### src/rtl/bus_wait_responder.sv
// Responder side of the sequencer bus-cycle handshake: decodes nmem/nio/nr/nwen,
// stretches cycles with nws, times the read/write strobes and flags stuck waits.
module bus_wait_responder #(
  parameter int unsigned MEM_WS  = 0,
  parameter int unsigned IO_WS   = 2,
  parameter int unsigned TIMEOUT = 255
) (
  input  logic clk4,
  input  logic nreset,
  input  logic nmem,
  input  logic nio,
  input  logic nr,
  input  logic nwen,
  input  logic nwaitext,
  output logic nws,
  output logic nrstb,
  output logic nwstb,
  output logic nberr,
  output logic busy
);

  localparam logic [3:0] MEM_WS_C  = 4'(MEM_WS);
  localparam logic [3:0] IO_WS_C   = 4'(IO_WS);
  localparam logic [7:0] TIMEOUT_C = 8'(TIMEOUT);

  typedef enum logic [1:0] {
    ST_IDLE = 2'd0,
    ST_WAIT = 2'd1,
    ST_DONE = 2'd2
  } state_e;

  state_e     state_q, state_d;
  logic [3:0] cnt_q, cnt_d;
  logic [7:0] tcnt_q, tcnt_d;
  logic       wr_q, wr_d;
  logic       nberr_q, nberr_d;

  logic       space_s, rd_s, wr_s, req_s, illegal_s, cnt_zero_s, tmo_s;
  logic [3:0] ws_s;
  logic       nws_s, nrstb_s, nwstb_s;

  // Request decode; IO space wins when both space selects are low.
  always_comb begin
    space_s    = !nmem || !nio;
    rd_s       = !nr && nwen;
    wr_s       = nr && !nwen;
    req_s      = space_s && (rd_s || wr_s);
    illegal_s  = space_s && !nr && !nwen;
    ws_s       = !nio ? IO_WS_C : MEM_WS_C;
    cnt_zero_s = (cnt_q == 4'd0);
    tmo_s      = (state_q == ST_WAIT) && cnt_zero_s && !nwaitext && (tcnt_q == TIMEOUT_C);
  end

  // Next-state, counter and strobe logic for the bus cycle.
  always_comb begin
    state_d = state_q;
    cnt_d   = cnt_q;
    tcnt_d  = tcnt_q;
    wr_d    = wr_q;
    nberr_d = 1'b1;
    nws_s   = 1'b1;
    nrstb_s = 1'b1;
    nwstb_s = 1'b1;
    case (state_q)
      ST_IDLE: begin
        if (illegal_s) begin
          nberr_d = 1'b0;
        end else if (req_s) begin
          wr_d    = wr_s;
          nrstb_s = !rd_s;
          if ((ws_s != 4'd0) || !nwaitext) begin
            nws_s   = 1'b0;
            cnt_d   = (ws_s == 4'd0) ? 4'd0 : ws_s - 4'd1;
            tcnt_d  = 8'd0;
            state_d = ST_WAIT;
          end else begin
            nwstb_s = !wr_s;
            state_d = ST_DONE;
          end
        end else begin
          state_d = ST_IDLE;
        end
      end
      ST_WAIT: begin
        if (tmo_s) begin
          // Forced release: the sequencer moves on, the error follows a cycle later.
          nberr_d = 1'b0;
          state_d = ST_DONE;
        end else if (cnt_zero_s && nwaitext) begin
          nrstb_s = wr_q;
          nwstb_s = !wr_q;
          state_d = ST_DONE;
        end else begin
          nws_s   = 1'b0;
          nrstb_s = wr_q;
          if (!cnt_zero_s) begin
            cnt_d = cnt_q - 4'd1;
          end else begin
            tcnt_d = tcnt_q + 8'd1;
          end
        end
      end
      ST_DONE: begin
        state_d = ST_IDLE;
      end
      default: begin
        state_d = ST_IDLE;
      end
    endcase
  end

  // State and counter registers.
  always_ff @(posedge clk4 or negedge nreset) begin
    if (!nreset) begin
      state_q <= ST_IDLE;
      cnt_q   <= 4'd0;
      tcnt_q  <= 8'd0;
      wr_q    <= 1'b0;
      nberr_q <= 1'b1;
    end else begin
      state_q <= state_d;
      cnt_q   <= cnt_d;
      tcnt_q  <= tcnt_d;
      wr_q    <= wr_d;
      nberr_q <= nberr_d;
    end
  end

  // Reset releases the handshake outputs immediately, independent of the decode.
  assign nws   = nws_s   || !nreset;
  assign nrstb = nrstb_s || !nreset;
  assign nwstb = nwstb_s || !nreset;
  assign busy  = nreset && (state_q != ST_IDLE);
  assign nberr = nberr_q;

endmodule

### config.mk
export PLATFORM = sky130hd
export DESIGN_NAME = bus_wait_responder
export DESIGN_NICKNAME = d
export VERILOG_FILES = /design/src/rtl/bus_wait_responder.sv
export SDC_FILE = /design/constraint.sdc
export NUM_CORES = 1
export LEC_CHECK = 0
export BUFFER_PORTS_ARGS = -buffer_cell sky130_fd_sc_hd__buf_2
export CAP_MARGIN = 10
export CORE_UTILIZATION = 40
export DETAILED_ROUTE_END_ITERATION = 8
export GPL_TIMING_DRIVEN = 0
export PLACE_DENSITY = 0.7
export SETUP_SLACK_MARGIN = 0.1
export SLEW_MARGIN = 20
export SYNTH_ARGS = -nofsm -noshare
export SYNTH_HDL_FRONTEND = slang
export SYNTH_SLANG_ARGS = --single-unit
### constraint.sdc
create_clock -name clk4 -period 2.45 [get_ports clk4]
set_input_delay 0.1225 -clock clk4 [delete_from_list [all_inputs] [get_ports clk4]]
set_output_delay 0.1225 -clock clk4 [all_outputs]
set_load 0.02 [all_outputs]
==> flow_summary_export.csv, run 1 <==
group,metric,value,unit
timing,hold_violations,0,
cells_and_area,fill_cells,250,
yosys,synthesis.area_per_instance,9.36,um2
global_route,overflow,0,
timing,worst_clock_skew,0.00730,ns
yosys,yosys_register_bits,16,
cells_and_area,total_number_of_nets_in_the_final_design,148,
route,wire_per_inst,15.0,um
yosys,syn_nets,131,
hold_path,critical_hold_path_startpoint,"nio",
timing,finalSetupViolCount,0,
setup_path,timing.critical_path.from,"cnt_q[0]",
hold_path,hold_class,"input port to register",
global_route,initial_antenna_violation_count,0,
cts,tritoncts,"built",
timing,finalCritPeriodShare,89.6,%
route,drt_pass1_iterations,4,
yosys,netlist_top_cells_area,"sky130_fd_sc_hd__dfrtp_1 33%, sky130_fd_sc_hd__a31oi_1 4.5%, sky130_fd_sc_hd__ha_1 4.5%, sky130_fd_sc_hd__inv_1 4.0%, sky130_fd_sc_hd__nand2_1 3.0%",
yosys,synth_sequential_area_ratio,35.7,%
yosys,share_of_cell_area_taken_by_muxes_after_synthesis,1.89,%
setup_path,timing.critical_path.to_type,"output port",
yosys,synthDominantCellAreaShare,33.4,%
die,floorplan.rows,18,
timing,finalWorstPathRequiredPeriod,2.20,ns
route,drt-initial-drc-count,34,
timing,tightestPinTransition,0.416,ns
route,antenna_left,0,
setup_path,arrival,2.07,ns
timing,hold_ws,0.0929,ns
yosys,postSynthCellCount,120,
place,postPlaceCellArea,1220,um2
place,port-buffer-count,11,
die,fp.dieW,55,um
yosys,combinational_family_with_the_most_area_after_synthesis,"compound AO/OA/AOI/OAI gates",
cts,clock_latency,0.29,ns
setup_path,rr_startpoint,"cnt_q[0]",
yosys,synthesis.yosys.warnings,0,
power,irDropWorstVdd,610,uV
global_route,grt_util_all_layers,18.4,%
place,detailedPlacementHpwl,1.87,mm
cells_and_area,layout-drive-gt1-share,25.7,%
cells_and_area,postLayoutCellArea,1270,um2
setup_path,critPathMaxStageDelay,0.43,ns
power,total_leakage_power,0.555,nW
yosys,synth-compound-area-share,25.8,%
route,post-route-drc-count,0,
cts,buffers_inserted_by_post_cts_timing_repair,0,
die,chipHeight,55,um
setup_path,cp.required,2.33,ns
die,core_area,2570,um2
die,area_of_the_die,3030,um2
timing,clock.fmax,455,MHz
timing,report.final.slew_viol_count,0,
yosys,synthesis.area,1120,um2
status,status,"finished clean",
timing,maxSlewHeadroom,72.1,%
yosys,yosys.area_share.xor_xnor,0,%
cells_and_area,area_delta_synth_final,12.8,%
timing,setup-tns-final,0,ns
setup_path,timing.critical_path.max_delay_family,"simple AND/OR/NAND/NOR gates",
global_route,grt_start_max_net_pins,20,
setup_path,worstPathMaxFanout,5,
die,initial_core_util,43.8,%
route,via_count,972,
place,place_congestion,0.766,
timing,rsz0062_at_grt,"no",
yosys,async_flop_share,100,%
power,power_density,1010,nW/um2
cts,clock-root-buffer,"sky130_fd_sc_hd__clkbuf_4",
cts,deepest_level_of_the_cts_h_tree,1,
yosys,synth_simple_gate_area_share,25.2,%
cts,cts-buffers-inserted,3,
route,routed_wirelength,2.49,mm
cts,cts.reportedPaths.clkPinSlew,0.09,ns
cts,cts_num_sinks,16,
cells_and_area,insertedDiodeCount,0,
die,boundaryPins,12,
power,total_power_consumption_of_the_routed_design,1.29,mW
yosys,synth_flop_cell,"sky130_fd_sc_hd__dfrtp_1",
setup_path,criticalPathCategory,"register to output port",
setup_path,crit_buf_inv,2,
yosys,synth_common_cells,"15 x sky130_fd_sc_hd__dfrtp_1, 12 x sky130_fd_sc_hd__inv_1, 9 x sky130_fd_sc_hd__nand2_1, 8 x sky130_fd_sc_hd__a31oi_1, 8 x sky130_fd_sc_hd__nor2_1",
setup_path,critical_path.slowest_cell,"sky130_fd_sc_hd__or3b_4",
yosys,synthAdderAreaFrac,4.45,%
yosys,synth_edf_count,0,
global_route,grt_first_pass_wirelength,3.87,mm
route,routed_via_density,5.86,
setup_path,startpoint_type,"register",
run,timing.max_cap.violations,0,
yosys,netlist-cell-type-count,50,
yosys,yosys.cell_count.top_type,"sky130_fd_sc_hd__dfrtp_1",
global_route,first_global_vias,837,
setup_path,crit_chain,"inv_1, ha_1, or3b_4, o311a_4, nand2_1, buf_2",
yosys,synthDominantAreaCellType,"sky130_fd_sc_hd__dfrtp_1",
cts,max-clock-path-buffers,2,
-- power by group --
part | leakage [nW] | total [mW] | internal [mW] | switching (mW)
combinational | 0.323 | 0.713 | 0.305 | 0.408
sequential | 0.211 | 0.396 | 0.337 | 0.0591
clock | 0.0210 | 0.176 | 0.0906 | 0.0858
-- metrics by stage --
step / util [%] / instances / worst slack, ns
global route: 49.4 / 166 / 0.149
detailed placement: 47.4 / 161 / 0.488
floorplan: - / 120 / 0.633
finish: 49.4 / 166 / 0.255
global placement: 47.4 / 161 / 0.483
CTS: 49.2 / 166 / 0.149
-- worst paths after layout --
kind | depth (start not counted) | slack [ns] | end
hold / removal | 2 | 0.09 | cnt_q[0]
min in group asynchronous | 2 | 0.27 | tcnt_q[3]
setup reg to reg | 7 | 0.56 | tcnt_q[1]
setup / recovery | 6 | 0.25 | nws
hold reg to reg | 1 | 0.52 | cnt_q[1]
max in group asynchronous | 2 | 1.86 | nberr
-- final cells by class --
type | instances | area (um2) | area share [%]
inverter | 12 | 45.0 | 3.55
timing repair buffer | 12 | 65.1 | 5.13
tap | 30 | 37.5 | 2.96
sequential | 16 | 402 | 31.7
buffer | 4 | 32.5 | 2.57
multi-input combinational | 88 | 649 | 51.2
clock buffer | 4 | 36.3 | 2.86
-- registers in the layout, indices dropped and copies added (netlist names) --
signal,flops
wr_q,1
tcnt_q,8
cnt_q,4
nberr,1
state_q,2
-- cells by family (layout without fill, tap and decap cells) --
kind of cell / count (synthesis) / count (layout)
AND/OR/NAND/NOR: 44 / 44
AO/OA/AOI/OAI: 38 / 38
flip-flops: 16 / 16
buffers and inverters: 16 / 32
adder cells (fa/ha/maj): 4 / 4
multiplexers: 2 / 2
-- placed cells by master (no fill, tap or decap), types with 2 or more instances in the layout --
| cell | netlist | layout |
|---|---|---|
| sky130_fd_sc_hd__nor2_1 | 8 | 8 |
| sky130_fd_sc_hd__clkbuf_4 | 0 | 3 |
| sky130_fd_sc_hd__a21oi_1 | 4 | 4 |
| sky130_fd_sc_hd__dfrtp_1 | 15 | 15 |
| sky130_fd_sc_hd__nand2_1 | 9 | 9 |
| sky130_fd_sc_hd__o21ai_0 | 6 | 6 |
| sky130_fd_sc_hd__nand3_1 | 3 | 3 |
| sky130_fd_sc_hd__buf_2 | 1 | 12 |
| sky130_fd_sc_hd__a211oi_1 | 2 | 2 |
| sky130_fd_sc_hd__o21a_1 | 3 | 3 |
| sky130_fd_sc_hd__a41oi_1 | 2 | 2 |
| sky130_fd_sc_hd__a31oi_1 | 8 | 8 |
| sky130_fd_sc_hd__ha_1 | 4 | 4 |
| sky130_fd_sc_hd__nor3_1 | 4 | 4 |
| sky130_fd_sc_hd__nand2b_1 | 2 | 2 |
| sky130_fd_sc_hd__inv_1 | 12 | 12 |
| sky130_fd_sc_hd__nor4_1 | 2 | 2 |
| sky130_fd_sc_hd__buf_6 | 2 | 2 |
-- routing by layer --
| layer | GRT usage [%] | vias up | wire length (um) |
|---|---|---|---|
| li1 | - | 482 | - |
| met1 | 24.6 | 478 | 1230 |
| met2 | 27.7 | 10 | 1180 |
| met3 | 5.74 | 2 | 55 |
| met4 | 6.67 | 0 | 19 |
| met5 | 0 | - | 0 |
-- worst register-to-register path, stage by stage, from the launching register on --
cell                       delay, ns
sky130_fd_sc_hd__dfrtp_1        0.38
sky130_fd_sc_hd__inv_1          0.13
sky130_fd_sc_hd__ha_1           0.24
sky130_fd_sc_hd__nor4bb_1       0.39
sky130_fd_sc_hd__o31a_2         0.21
sky130_fd_sc_hd__o21a_1         0.09
sky130_fd_sc_hd__buf_2          0.19
sky130_fd_sc_hd__mux2i_1        0.19
-- what timing repair did --
action	in CTS	in global routing
resized for setup	0	1
endpoints found under the setup margin	0	2
hold endpoints to repair	15	0
hold buffers	1	0
Note: power is estimated with default switching activity, not from simulation.
==> inputs of run 2 (changes only) <==
Settings changed: CORE_UTILIZATION 40 to 61, PLACE_DENSITY 0.7 to 0.94.
==> flow_summary_export.csv, run 2 (same netlist as run 1, synthesis figures left out) <==
group,metric,value,unit
status,status,"finished clean",
die,boundaryPins,12,
global_route,grt_util_all_layers,29.0,%
timing,worst_clock_skew,0.00907,ns
timing,hold_violations,0,
timing,layout_setup_ws,0.244,ns
place,dpl_worst_slack,0.454,ns
setup_path,criticalPathCategory,"register to output port",
run,timing.max_cap.violations,0,
die,fp.dieW,44.9,um
hold_path,hold_depth,2,
cells_and_area,fill_cells,128,
cells_and_area,top_regs,"tcnt_q (8), cnt_q (4), state_q (2)",
cts,cts-buffers-inserted,3,
setup_path,worstRegToRegCells,6,
timing,report.final.slew_viol_count,0,
global_route,first_global_vias,966,
cts,buffers_inserted_by_post_cts_timing_repair,0,
die,area_of_the_die,2020,um2
cts,cts.reportedPaths.clkPinSlew,0.11,ns
route,drt-initial-drc-count,33,
cells_and_area,area_delta_synth_final,12.2,%
cts,max-clock-path-buffers,2,
hold_path,holdPathEnd,"cnt_q[0]",
die,core_area,1730,um2
route,post-route-drc-count,0,
route,via_count,1016,
setup_path,r2r_slack,0.59,ns
die,floorplan.rows,15,
power,p_int,0.733,mW
power,swShare,43.7,%
timing,finalWorstPathRequiredPeriod,2.21,ns
route,antenna_left,0,
global_route,grt_first_pass_wirelength,4.25,mm
setup_path,timing.critical_path.to_type,"output port",
setup_path,cp.required,2.33,ns
die,chipHeight,44.9,um
route,routed_wirelength,2.66,mm
place,place_congestion,0.890,
timing,tightestPinTransition,0.444,ns
timing,rsz0062_at_grt,"no",
power,power.net_switching,0.570,mW
route,drt_pass1_iterations,4,
power,clkPwrFrac,14.2,%
cts,deepest_level_of_the_cts_h_tree,1,
hold_path,hold_class,"input port to register",
power,irDropWorstVdd,761,uV
route,wire_per_inst,16.5,um
timing,finalCritPeriodShare,90.1,%
setup_path,worstPathMaxFanout,5,
global_route,grt_start_max_net_pins,20,
timing,setup-tns-final,0,ns
cells_and_area,final_cell_mix,"15 x sky130_fd_sc_hd__dfrtp_1, 12 x sky130_fd_sc_hd__inv_1, 12 x sky130_fd_sc_hd__buf_2, 9 x sky130_fd_sc_hd__nand2_1",
die,initial_core_util,65.1,%
timing,clock.fmax,453,MHz
cts,cts_num_sinks,16,
hold_path,critical_hold_path_startpoint,"nio",
setup_path,startpoint_type,"register",
global_route,initial_antenna_violation_count,0,
power,total_leakage_power,0.555,nW
timing,maxSlewHeadroom,70.1,%
power,total_power_consumption_of_the_routed_design,1.30,mW
place,detailedPlacementHpwl,1.93,mm
cells_and_area,layout-drive-gt1-share,25.7,%
cells_and_area,total_number_of_nets_in_the_final_design,148,
cells_and_area,largest-register,"tcnt_q",
setup_path,rr_startpoint,"cnt_q[0]",
power,power_density,1030,nW/um2
power,pwr-share-comb,55.3,%
setup_path,arrival,2.08,ns
cts,tritoncts,"built",
power,sequentialPowerShare,30.5,%
cts,clock-root-buffer,"sky130_fd_sc_hd__clkbuf_4",
setup_path,r2r_end,"tcnt_q[4]",
global_route,overflow,0,
cts,clock_latency,0.30,ns
cells_and_area,insertedDiodeCount,0,
cells_and_area,largest_reg_flops,8,
route,routed_via_density,6.31,
cells_and_area,mostFrequentLayoutCell,"sky130_fd_sc_hd__dfrtp_1",
place,port-buffer-count,11,
timing,finalSetupViolCount,0,
-- run 2: cell counts in the layout (fill, tap and decap cells not counted) --
No cell type changed its count.
-- run 2: critical path, stage by stage (launching register included) --
cell	delay, ns
sky130_fd_sc_hd__dfrtp_1	0.39
sky130_fd_sc_hd__inv_1	0.12
sky130_fd_sc_hd__ha_1	0.24
sky130_fd_sc_hd__or3b_4	0.43
sky130_fd_sc_hd__o311a_4	0.38
sky130_fd_sc_hd__nand2_1	0.06
sky130_fd_sc_hd__buf_2	0.16
-- run 2: repair_timing --
action,in CTS,in global routing
gates resized for setup,0,1
hold buffers,1,0
endpoints found under the setup margin,0,1
endpoints found under the hold margin,15,0
-- run 2: worst max-delay path by stage --
stage	end	cells after the start	start	slack (ns)
after floorplan	nrstb	5	cnt_q[0]	0.63
after global placement	cnt_q[0]	6	cnt_q[0]	0.52
after detailed placement	cnt_q[0]	6	cnt_q[0]	0.45
after CTS	nwstb	6	cnt_q[0]	0.12
after global routing	nws	6	tcnt_q[1]	0.17
final	nws	6	cnt_q[0]	0.24
-- run 2: per-layer routing --
metal  routed length [um]  track usage, %
met4                  102            16.4
met3                  165            4.00
met2                 1290            47.4
met5                    0               0
met1                 1100            36.9
-- run 2: per-stage QoR --
step,hold WS [ns],util [%],cell area [um2],cells
floorplan,-0.173,-,1120,120
global placement,0.0641,70.1,1210,156
detailed placement,0.0692,70.1,1210,156
CTS,0.0874,72.8,1260,161
global route,0.104,73.0,1260,161
finish,0.0998,73.0,1260,161
-- run 2: cell type report --
type                    count  area [um2]  share of cell area, %
multi-input cells          88         649                   51.5
flip-flops and latches     16         402                   31.8
repair buffers             12        65.1                   5.16
inverters                  12        45.0                   3.57
clock buffers               4        36.3                   2.88
plain buffers               4        32.5                   2.58
well taps                  25        31.3                   2.48
-- run 2: power groups by stage --
stage          clock [mW]  combinational, mW  sequential [mW]
5_1_grt             0.198              0.788            0.402
6_report            0.185              0.721            0.397
3_5_place_dp            0              0.707            0.400
2_1_floorplan           0              0.556            0.386
4_1_cts             0.184              0.713            0.394
3_3_place_gp            0              0.671            0.392
